`src/rtl/fwd_hazard_unit.sv`:
```
// Operand forwarding select and ID-stage hazard detection for an in-order pipeline
// with single-cycle load-use bubbles and a scoreboard for long-latency writebacks.
module fwd_hazard_unit #(
  parameter int AW      = 5,
  parameter int NUM_SRC = 2,
  parameter int MAX_OUT = 3
) (
  input  logic                   clk_i,
  input  logic                   rst_i,
  input  logic                   id_valid_i,
  input  logic [NUM_SRC*AW-1:0]  id_src_i,
  input  logic [NUM_SRC-1:0]     id_src_use_i,
  input  logic [AW-1:0]          id_rd_i,
  input  logic                   id_we_i,
  input  logic                   id_load_i,
  input  logic                   id_long_i,
  input  logic [NUM_SRC*AW-1:0]  ex_src_i,
  input  logic                   ex_mem_we_i,
  input  logic                   mem_wb_we_i,
  input  logic [AW-1:0]          ex_mem_rd_i,
  input  logic [AW-1:0]          mem_wb_rd_i,
  input  logic                   long_done_i,
  input  logic [AW-1:0]          long_rd_i,
  output logic                   stall_o,
  output logic [2*NUM_SRC-1:0]   fwd_sel_o,
  output logic                   busy_o,
  output logic [15:0]            stall_cnt_o
);

  localparam int NREG = 2 ** AW;

  logic [NREG-1:0] pending_q, pending_d;
  logic            ld_q, ld_d;
  logic [AW-1:0]   ld_rd_q, ld_rd_d;
  logic [2:0]      out_q, out_d;
  logic [15:0]     stall_cnt_q, stall_cnt_d;

  logic [NUM_SRC-1:0]   raw_hit;
  logic [NUM_SRC-1:0]   lu_hit;
  logic [2*NUM_SRC-1:0] fwd_sel;
  logic                 waw_hit;
  logic                 struct_hit;
  logic                 stall;
  logic                 issue;
  logic                 long_issue;
  logic                 long_set;

  genvar gi;
  generate
    for (gi = 0; gi < NUM_SRC; gi++) begin : g_src
      logic [AW-1:0] id_src;
      logic [AW-1:0] ex_src;
      logic          src_live;

      assign id_src   = id_src_i[gi*AW +: AW];
      assign ex_src   = ex_src_i[gi*AW +: AW];
      // Register 0 is hardwired, so it can never carry a dependency.
      assign src_live = id_src_use_i[gi] && (id_src != '0);

      assign raw_hit[gi] = src_live && pending_q[id_src];
      assign lu_hit[gi]  = src_live && ld_q && (id_src == ld_rd_q);

      assign fwd_sel[2*gi +: 2] =
        (ex_mem_we_i && (ex_mem_rd_i != '0) && (ex_mem_rd_i == ex_src)) ? 2'b10 :
        (mem_wb_we_i && (mem_wb_rd_i != '0) && (mem_wb_rd_i == ex_src)) ? 2'b01 :
                                                                          2'b00;
    end
  endgenerate

  assign waw_hit    = id_we_i && (id_rd_i != '0) && pending_q[id_rd_i];
  assign struct_hit = id_long_i && (out_q == 3'(MAX_OUT));
  assign stall      = !rst_i && id_valid_i &&
                      ((|raw_hit) || (|lu_hit) || waw_hit || struct_hit);
  assign issue      = id_valid_i && !stall;
  assign long_issue = issue && id_long_i;
  assign long_set   = long_issue && id_we_i && (id_rd_i != '0);

  always_comb begin
    pending_d = pending_q;
    // Clear first so a same-cycle reissue to the same register keeps it pending.
    if (long_done_i) pending_d[long_rd_i] = 1'b0;
    if (long_set)    pending_d[id_rd_i]   = 1'b1;
    pending_d[0] = 1'b0;

    out_d = out_q;
    if (long_issue && !long_done_i)
      out_d = out_q + 3'd1;
    else if (!long_issue && long_done_i && (out_q != 3'd0))
      out_d = out_q - 3'd1;

    ld_d    = issue && id_load_i && id_we_i && (id_rd_i != '0);
    ld_rd_d = ld_d ? id_rd_i : ld_rd_q;

    stall_cnt_d = stall_cnt_q;
    if (stall && (stall_cnt_q != 16'hFFFF))
      stall_cnt_d = stall_cnt_q + 16'd1;
  end

  always_ff @(posedge clk_i) begin
    if (rst_i) begin
      pending_q   <= '0;
      ld_q        <= 1'b0;
      ld_rd_q     <= '0;
      out_q       <= 3'd0;
      stall_cnt_q <= 16'd0;
    end else begin
      pending_q   <= pending_d;
      ld_q        <= ld_d;
      ld_rd_q     <= ld_rd_d;
      out_q       <= out_d;
      stall_cnt_q <= stall_cnt_d;
    end
  end

  assign stall_o     = stall;
  assign fwd_sel_o   = rst_i ? '0 : fwd_sel;
  assign busy_o      = (out_q != 3'd0);
  assign stall_cnt_o = stall_cnt_q;

endmodule

```
`config.mk`:
```
export PLATFORM = sky130hd
export DESIGN_NAME = fwd_hazard_unit
export DESIGN_NICKNAME = d
export VERILOG_FILES = /design/src/rtl/fwd_hazard_unit.sv
export SDC_FILE = /design/constraint.sdc
export NUM_CORES = 1
export LEC_CHECK = 0
export BUFFER_PORTS_ARGS = -buffer_cell sky130_fd_sc_hd__buf_2
export CAP_MARGIN = 0
export CORE_UTILIZATION = 35
export DETAILED_ROUTE_END_ITERATION = 8
export PLACE_DENSITY = 0.53
export SLEW_MARGIN = 20
export SYNTH_ARGS = -nofsm -noshare
export SYNTH_HDL_FRONTEND = slang
export SYNTH_SLANG_ARGS = --single-unit
```
`constraint.sdc`:
```
create_clock -name clk_i -period 4.4 [get_ports clk_i]
set_input_delay 0.44 -clock clk_i [delete_from_list [all_inputs] [get_ports clk_i]]
set_output_delay 0.44 -clock clk_i [all_outputs]
set_load 0.02 [all_outputs]
```
==> impl_results.md, run 1 <==
* DRC violations left at 0
* Final net count at 536
* Max Freq at 0.284 GHz
* Worst slew pin tran at 0.634 ns
* Mapped Avg Cell Area at 9.11 µm²
* Initial DRC count at 212
* Global-route wire length before repair at about 18 mm
* Clk pin slew, worst setup/hold paths at 0.12 ns
* Design Power at 0.00106 W
* Register area share after synthesis at 28.7%
* Most used DFF post-synth: dfxtp_1
* WS Path Type: in2reg
* Skew final at roughly 0.015 ns
* Num Clock Sinks at 56
* Part of the power in combinational logic at 19.7%
* Post-Syn Instances at 429
* Status: complete, no violations
* Setup TNS at 0 ns
* Post-CTS Setup Inserts at 0
* Final cycle utilization of the critical path at 79.9%
* Final hold violations at 0
* Initial antenna violation count at 0
* First-pass DRT Iterations at 5
* Tot GR Track Use at about a fifth
* Area delta synth->final at 13.6%
* Crit path cell chain: buf_2, mux4_2, mux2_2, nand3_1, a41o_1, a41oi_4, nor4bb_1, inv_1, fa_1, or4b_2, nand4_1
* Cts bufs inserted at 5
* IO Port Bufs at 72
* Share of synthesized flip-flops with an asynchronous set or reset at 0%
* Core area at 0.0108 mm²
* Layout Cells excl Fill at 624
* Net Switching at 0.000334 W
* Vias in the first global route at roughly 3.6k
* Post-synth EDFFs at 0
* Max stage delay cell, worst path: or4b_2
* # setup viols final at 0
* Power per cell area at 238 mW/mm²
* CTS Root Cell: clkbuf_8
* Leak pwr at 1.62 nW
* CTS tree: built
* Fin crit period at 3.52 ns
* Die area at 0.0116 mm²
* Post-synthesis register bit count at 56
* Post-Syn Nets at 482
* N_diodes at 0
* Die X at 108 µm
* Switching share of power at 31.7%
* Worst setup SP type: input pin
* Synth warn at 0
* Pint at 0.000722 W
* CP peak stage delay at approximately 0.69 ns
* Post-DP Area at 0.00434 mm²
* Cell Area, Synth at 0.00391 mm²
* ANT nets after route at 0
* GRT Residual Overflow at 0
* DR vias/cell at 5.86
* Slew Limit Headroom at roughly 58%
* Hold crit path type: in2reg
* Initial core utilization at 36.0%
* Crit-path max FO at 21
* Clock share of power at between 30% and 40%
* Commonest non-fill, non-tap cell in the layout: buf_2
* Crit. End Element: register
* WL final at 11.2 mm
* Via count at 3,658
* Most frequent cells in the layout: buf_2, dfxtp_1, o211ai_1, o21ai_0, nand3_1
* Worst EP arrival at 3.80 ns
* Synth unique cells at 55
* Hold_buf cts at 0
* RSZ-0062 raised after global routing: no
* Worst vdd rail ir drop at 0.135 mV
* Avg WL per Cell at 18.0 µm
* Largest net degree at the start of global routing at 43
* I/O Pins at 73
* Maximum root-to-sink buffer count at 2
* Fin. max-slew vios at 0
* Placed Instances at 616
* Final HPWL DP at ~8.5 mm
* Seq pwr share at 50.1%
* Clk_lat worst skew at 0.33 ns
* Die Span Y at roughly 110 µm
* Worst EP required at 4.68 ns
* H-tree depth at 2
* # fillers at 1,123
* # rows at 38
* Max-cap violations at 0
* Share of layout cells above drive strength 1 at 25.6%
* CTS resizes at 0
* Routability congestion estimate at 0.824
* Final Instance Area at approximately 0.0044 mm²
logic make-up (layout without fill, tap and decap cells):
logic type               after synthesis  after routing  synth area share (%)
flip-flops                            56             56                  28.7
XOR/XNOR                              32             32                  7.17
AO/OA/AOI/OAI                        107            107                  20.3
adder cells (fa/ha/maj)                2              2                 0.833
multiplexers                          43             43                  16.7
AND/OR/NAND/NOR                      144            144                  21.1
buffers and inverters                 45            100                  5.15
stage by stage:
stage | hold WS, ns | worst slack, ns | util (%)
2_1_floorplan | 0.462 | 0.924 | -
3_3_place_gp | 0.474 | 0.623 | 40.1
3_5_place_dp | 0.491 | 0.535 | 40.1
4_1_cts | 0.407 | 0.878 | 41.0
5_1_grt | 0.407 | 0.681 | 41.0
6_report | 0.405 | 0.884 | 41.0
per-layer routing:
layer | GRT usage, % | part of all wire [%]
met1 | 28.0 | 47
met2 | 33.0 | 46
met3 | 2.97 | 5.9
met4 | 6.07 | 1.3
met5 | 0 | 0
cells in the mapped netlist, types with 8 or more instances:
| cell | instances | area share, % |
|---|---|---|
| dfxtp_1 | 56 | 29 |
| o211ai_1 | 31 | 6.0 |
| o21ai_0 | 24 | 3.1 |
| nand3_1 | 22 | 2.8 |
| nand2_1 | 21 | 2.0 |
| xor2_1 | 19 | 4.3 |
| clkbuf_1 | 18 | 1.7 |
| nor2_1 | 18 | 1.7 |
| mux2i_1 | 17 | 4.4 |
| mux4_2 | 17 | 9.8 |
| inv_1 | 15 | 1.4 |
| o31ai_1 | 14 | 2.7 |
| xnor2_1 | 13 | 2.9 |
| nand2b_1 | 10 | 1.6 |
| nor4_1 | 10 | 1.6 |
| a21oi_1 | 9 | 1.2 |
| or4_1 | 9 | 1.7 |
| buf_2 | 8 | 1.0 |
| mux2_2 | 8 | 2.3 |
| nand3b_1 | 8 | 1.5 |
layout make-up:
class | instances | area (µm²) | share of cell area [%]
multi-input combinational | 328 | 2590 | 58.4
sequential | 56 | 1120 | 25.2
timing repair buffer | 77 | 398 | 8.96
tap | 140 | 175 | 3.94
clock buffer | 5 | 68.8 | 1.55
inverter | 15 | 56.3 | 1.27
clock inverter | 3 | 28.8 | 0.648
registers in the layout (all words and copies together) (netlist names):
register / flops
ld_q: 1
out_q: 3
stall_cnt_o: 16
ld_rd_q: 5
pending_q: 31
power groups by stage:
stage / logic, W / registers, W / clock network (W)
after floorplan: 0.000139 / 0.000537 / 0
after global placement: 0.000205 / 0.000540 / 0
after detailed placement: 0.000208 / 0.000540 / 0
after CTS: 0.000209 / 0.000529 / 0.000325
after global routing: 0.000232 / 0.000531 / 0.000347
final: 0.000208 / 0.000529 / 0.000319
critical path, delay by kind of cell:
kind	cells	cell delay, ns
AND/OR/NAND/NOR	4	1.24
multiplexers	2	0.83
buffers and inverters	2	0.51
adder cells (fa/ha/maj)	1	0.44
AO/OA/AOI/OAI	2	0.34
worst paths after layout:
check / startpoint / endpoint / slack (ns) / cells after the start
min reg2reg: stall_cnt_o[15]$_SDFFE_PP0P_ / stall_cnt_o[15]$_SDFFE_PP0P_ / 0.51 / 2
max: id_rd_i[0] / out_q[2]$_SDFFE_PP0P_ / 0.88 / 11
max reg2reg: pending_q[19]$_SDFF_PP0_ / out_q[2]$_SDFFE_PP0P_ / 1.06 / 10
min: id_load_i / ld_q$_SDFF_PP0_ / 0.41 / 3
Note: power is estimated with default switching activity, not from simulation.
==> run 2, diff against run 1 <==
--- a/config.mk
+++ b/config.mk
@@ -5,11 +5,12 @@
 export SDC_FILE = /design/constraint.sdc
 export NUM_CORES = 1
 export LEC_CHECK = 0
+export ABC_AREA = 1
 export BUFFER_PORTS_ARGS = -buffer_cell sky130_fd_sc_hd__buf_2
 export CAP_MARGIN = 0
 export CORE_UTILIZATION = 35
 export DETAILED_ROUTE_END_ITERATION = 8
-export PLACE_DENSITY = 0.53
+export PLACE_DENSITY = 0.54
 export SLEW_MARGIN = 20
 export SYNTH_ARGS = -nofsm -noshare
 export SYNTH_HDL_FRONTEND = slang
==> constraint.sdc (replaced) <==
create_clock -name clk_i -period 3.2 [get_ports clk_i]
set_input_delay 0.32 -clock clk_i [delete_from_list [all_inputs] [get_ports clk_i]]
set_output_delay 0.32 -clock clk_i [all_outputs]
set_load 0.02 [all_outputs]
==> impl_results.md, run 2 <==
* I/O Pins at 73 (unchanged)
* Share of synthesized flip-flops with an asynchronous set or reset at 0% (unchanged)
* DRC violations left at 0 (unchanged)
* Post-synthesis register bit count at 56 (unchanged)
* Worst setup SP type: input pin
* Area contributors post-synth: dfxtp_1, nand2_1, a21oi_1
* # fillers at 1,275 (+14%)
* Largest net degree at the start of global routing at 32 (-26%)
* Post-synth EDFFs at 0 (unchanged)
* WS Path Type: in2reg
* Most used cell, CP: nand2_1
* Leak pwr at 2.13 nW (+31%)
* Synth warn at 0 (unchanged)
* Post-CTS Setup Inserts at 0 (unchanged)
* Final hold violations at 0 (unchanged)
* Initial DRC count at 358 (+69%)
* Setup TNS at 0 ns (unchanged)
* Most used DFF post-synth: dfxtp_1
* Clk pin slew, worst setup/hold paths at 0.08 ns (-0.04 ns)
* RSZ-0062 raised after global routing: no
* Crit path max-delay family: simple AND/OR/NAND/NOR gates
* Crit-path max FO at 16 (-24%)
* # setup viols final at 0 (unchanged)
* Area leader, netlist: dfxtp_1
* Post-Syn Nets at 748 (+55%)
* Cell Area, Synth at 0.00415 mm² (+6.3%)
* CTS Root Cell: clkbuf_16
* Worst R2R Setup Slack at 0.78 ns (-0.28 ns)
* Area delta synth->final at 16.2%
* Final cycle utilization of the critical path at between 80% and 90%
* Share of layout cells above drive strength 1 at 13.9% (-12 points)
* Max Freq at 0.386 GHz
* Worst slew pin tran at 0.792 ns (+0.158 ns)
* Hold_sp: id_rd_i[2]
* Worst vdd rail ir drop at 0.226 mV (+68%)
* N_diodes at 0 (unchanged)
* Crit path cell chain: buf_2, inv_2, nor2_1, nand2_1, nand3_1, nand2_1, nand2_1, nor2_1, nand2_1, a21oi_1, nand3_1, nand2_2, nand4_1, fa_1, inv_1, nand3_1, nand2_1, nand3_1, nand2_1, nor2_1
* Final Instance Area at 0.00482 mm² (+8.7%)
* Max stage delay cell, worst path: fa_1
* WL final at 14.4 mm (+28%)
* GRT Residual Overflow at 0 (unchanged)
* Xor/xnor cell area share of the yosys netlist at 6.33% (-0.85 points)
* CTS tree: built
* Worst EP arrival at 2.78 ns (-1.02 ns)
* Mapped Avg Cell Area at 5.98 µm² (-34%)
* Via count at 4,740 (+30%)
* Crit. End Element: register
* Most frequent cells in the layout: nand2_1, a21oi_1, inv_1, nor2_1, buf_2
* Commonest non-fill, non-tap cell in the layout: nand2_1
* Post-Synth Adder-Cell Area at 0.783% (-0.049 points)
* Initial core utilization at 36.2% (+0.17 points)
* Cell count of the worst reg-to-reg path at 11 (+1)
* Hold Path Stages at 3 (unchanged)
* Cts bufs inserted at 5 (unchanged)
* Register bank with the most flops: pending_q
* Die area at 0.0123 mm² (+6.2%)
* Vias in the first global route at 4,474 (+25%)
* Largest family of logic cells by synthesized area: simple AND/OR/NAND/NOR gates
* Hold crit path type: in2reg
* Fin crit period at approximately 2.6 ns
* Routability congestion estimate at 0.951 (+15%)
* Slew Limit Headroom at 46.8% (-11 points)
* Post-synthesis mux area share at 0% (-17 points)
* Maximum root-to-sink buffer count at 2 (unchanged)
* ANT nets after route at 0 (unchanged)
* Reg2reg end: stall_cnt_o[12]$_SDFFE_PP0P_
* Global-route wire length before repair at 22.6 mm (+23%)
* Synth unique cells at 33 (-40%)
* Die Span Y at 111 µm (+3.0%)
* Area share of the largest cell type after synthesis at 27.0% (-1.7 points)
* # rows at 39 (+2.6%)
* Tot GR Track Use at 23.0% (+2.6 points)
* Post-Synth Simple-Gate Area at 39.0% (+18 points)
* Synth top cells by count: nand2_1, a21oi_1, inv_1
* CTS resizes at 0 (unchanged)
* CP peak stage delay at 0.38 ns (-0.31 ns)
* Num Clock Sinks at 56 (unchanged)
* Max-cap violations at 0 (unchanged)
* Die X at 111 µm (+3.0%)
* Clk_lat worst skew at 0.30 ns (-0.03 ns)
* Worst path bufs/invs at 3 (+1)
* H-tree depth at 2 (unchanged)
* DR vias/cell at 5.22 (-11%)
* Post-DP Area at 0.00464 mm² (+6.9%)
* Max reg flops at 31 (unchanged)
* Avg WL per Cell at 15.8 µm (-12%)
* Complex-gate fraction of the synthesized area at 16.1% (-4.2 points)
* Reg2Reg Launch Point: stall_cnt_o[0]$_SDFFE_PP0P_
* FF+latch area at 0.00112 mm² (unchanged)
* Final HPWL DP at 11.2 mm (+32%)
* Power per cell area at 357 mW/mm² (+50%)
* Post-Syn Instances at 695 (+62%)
* Worst hold endpoint: ld_rd_q[2]$_SDFFE_PP0P_
* Final net count at 817 (+52%)
* Fin. max-slew vios at 0 (unchanged)
* Initial antenna violation count at 0 (unchanged)
* Skew final at 0.0121 ns (-0.00289 ns)
* Hold_buf cts at 0 (unchanged)
* First-pass DRT Iterations at 5 (unchanged)
* Multi-input gate area at 0.00258 mm² (-0.48%)
* Core area at 0.0115 mm² (+5.8%)
* Count leader, synth: nand2_1
* Worst EP required at 3.39 ns (-1.29 ns)
* Register area share after synthesis at 27.0% (-1.7 points)
* Status: complete, no violations
* IO Port Bufs at 72 (unchanged)
run 2: final cells by class:
type | instances | area share [%]
clock inverters | 1 | 0.622
repair buffers | 83 | 9.18
well taps | 143 | 3.71
inverters | 85 | 6.61
multi-input cells | 533 | 53.5
flip-flops and latches | 56 | 23.2
clock buffers | 7 | 3.16
run 2: worst max-delay path by stage:
stage,start,end,slack [ns],cells past startpoint
6_report,id_rd_i[0],out_q[2]$_SDFFE_PP0P_,0.61,20
3_3_place_gp,id_rd_i[0],out_q[2]$_SDFFE_PP0P_,0.33,20
4_1_cts,id_rd_i[0],out_q[2]$_SDFFE_PP0P_,0.60,20
2_1_floorplan,id_rd_i[0],out_q[2]$_SDFFE_PP0P_,0.84,21
3_5_place_dp,id_rd_i[0],out_q[2]$_SDFFE_PP0P_,0.30,20
5_1_grt,id_rd_i[0],out_q[2]$_SDFFE_PP0P_,0.31,20
run 2: power breakdown:
part	internal (W)	switching [W]	leakage, nW
sequential	0.000710	0.0000133	0.452
clock	0.000413	0.000266	0.0901
combinational	0.000106	0.000214	1.59
run 2: cells by family (layout without fill, tap and decap cells):
kind of cell | count (synthesis) | after routing
and+or+nand+nor | 374 | 374
AOI/OAI and AO/OA | 127 | 127
adders and majority gates | 2 | 2
xor gates and xnor gates | 30 | 30
buffers and inverters | 106 | 176
DFF | 56 | 56
run 2: metrics by stage:
| stage | hold slack (ns) | setup slack [ns] | util, % | instances | total power [W] |
|---|---|---|---|---|---|
| detailed placement | 0.476 | 0.299 | 40.5 | 900 | 0.00106 |
| finish | 0.334 | 0.610 | 42.1 | 908 | 0.00172 |
| floorplan | 0.464 | 0.842 | - | 695 | 0.000937 |
| global placement | 0.473 | 0.328 | 40.5 | 900 | 0.00105 |
| global route | 0.347 | 0.315 | 42.1 | 908 | 0.00180 |
| CTS | 0.330 | 0.604 | 42.1 | 908 | 0.00174 |
run 2: routing by layer:
metal / up-vias / global-route usage, % / routed length, µm
met1: 2130 / 28.4 / 6060
met4: 0 / 7.47 / 334
li1: 2397 / - / -
met3: 25 / 3.66 / 1150
met5: - / 0 / 0
met2: 188 / 40.5 / 6840
run 2: tightest hold or removal path, stage by stage:
cell,delay (ns)
buf_2,0.15
nand2_1,0.07
a21oi_1,0.05
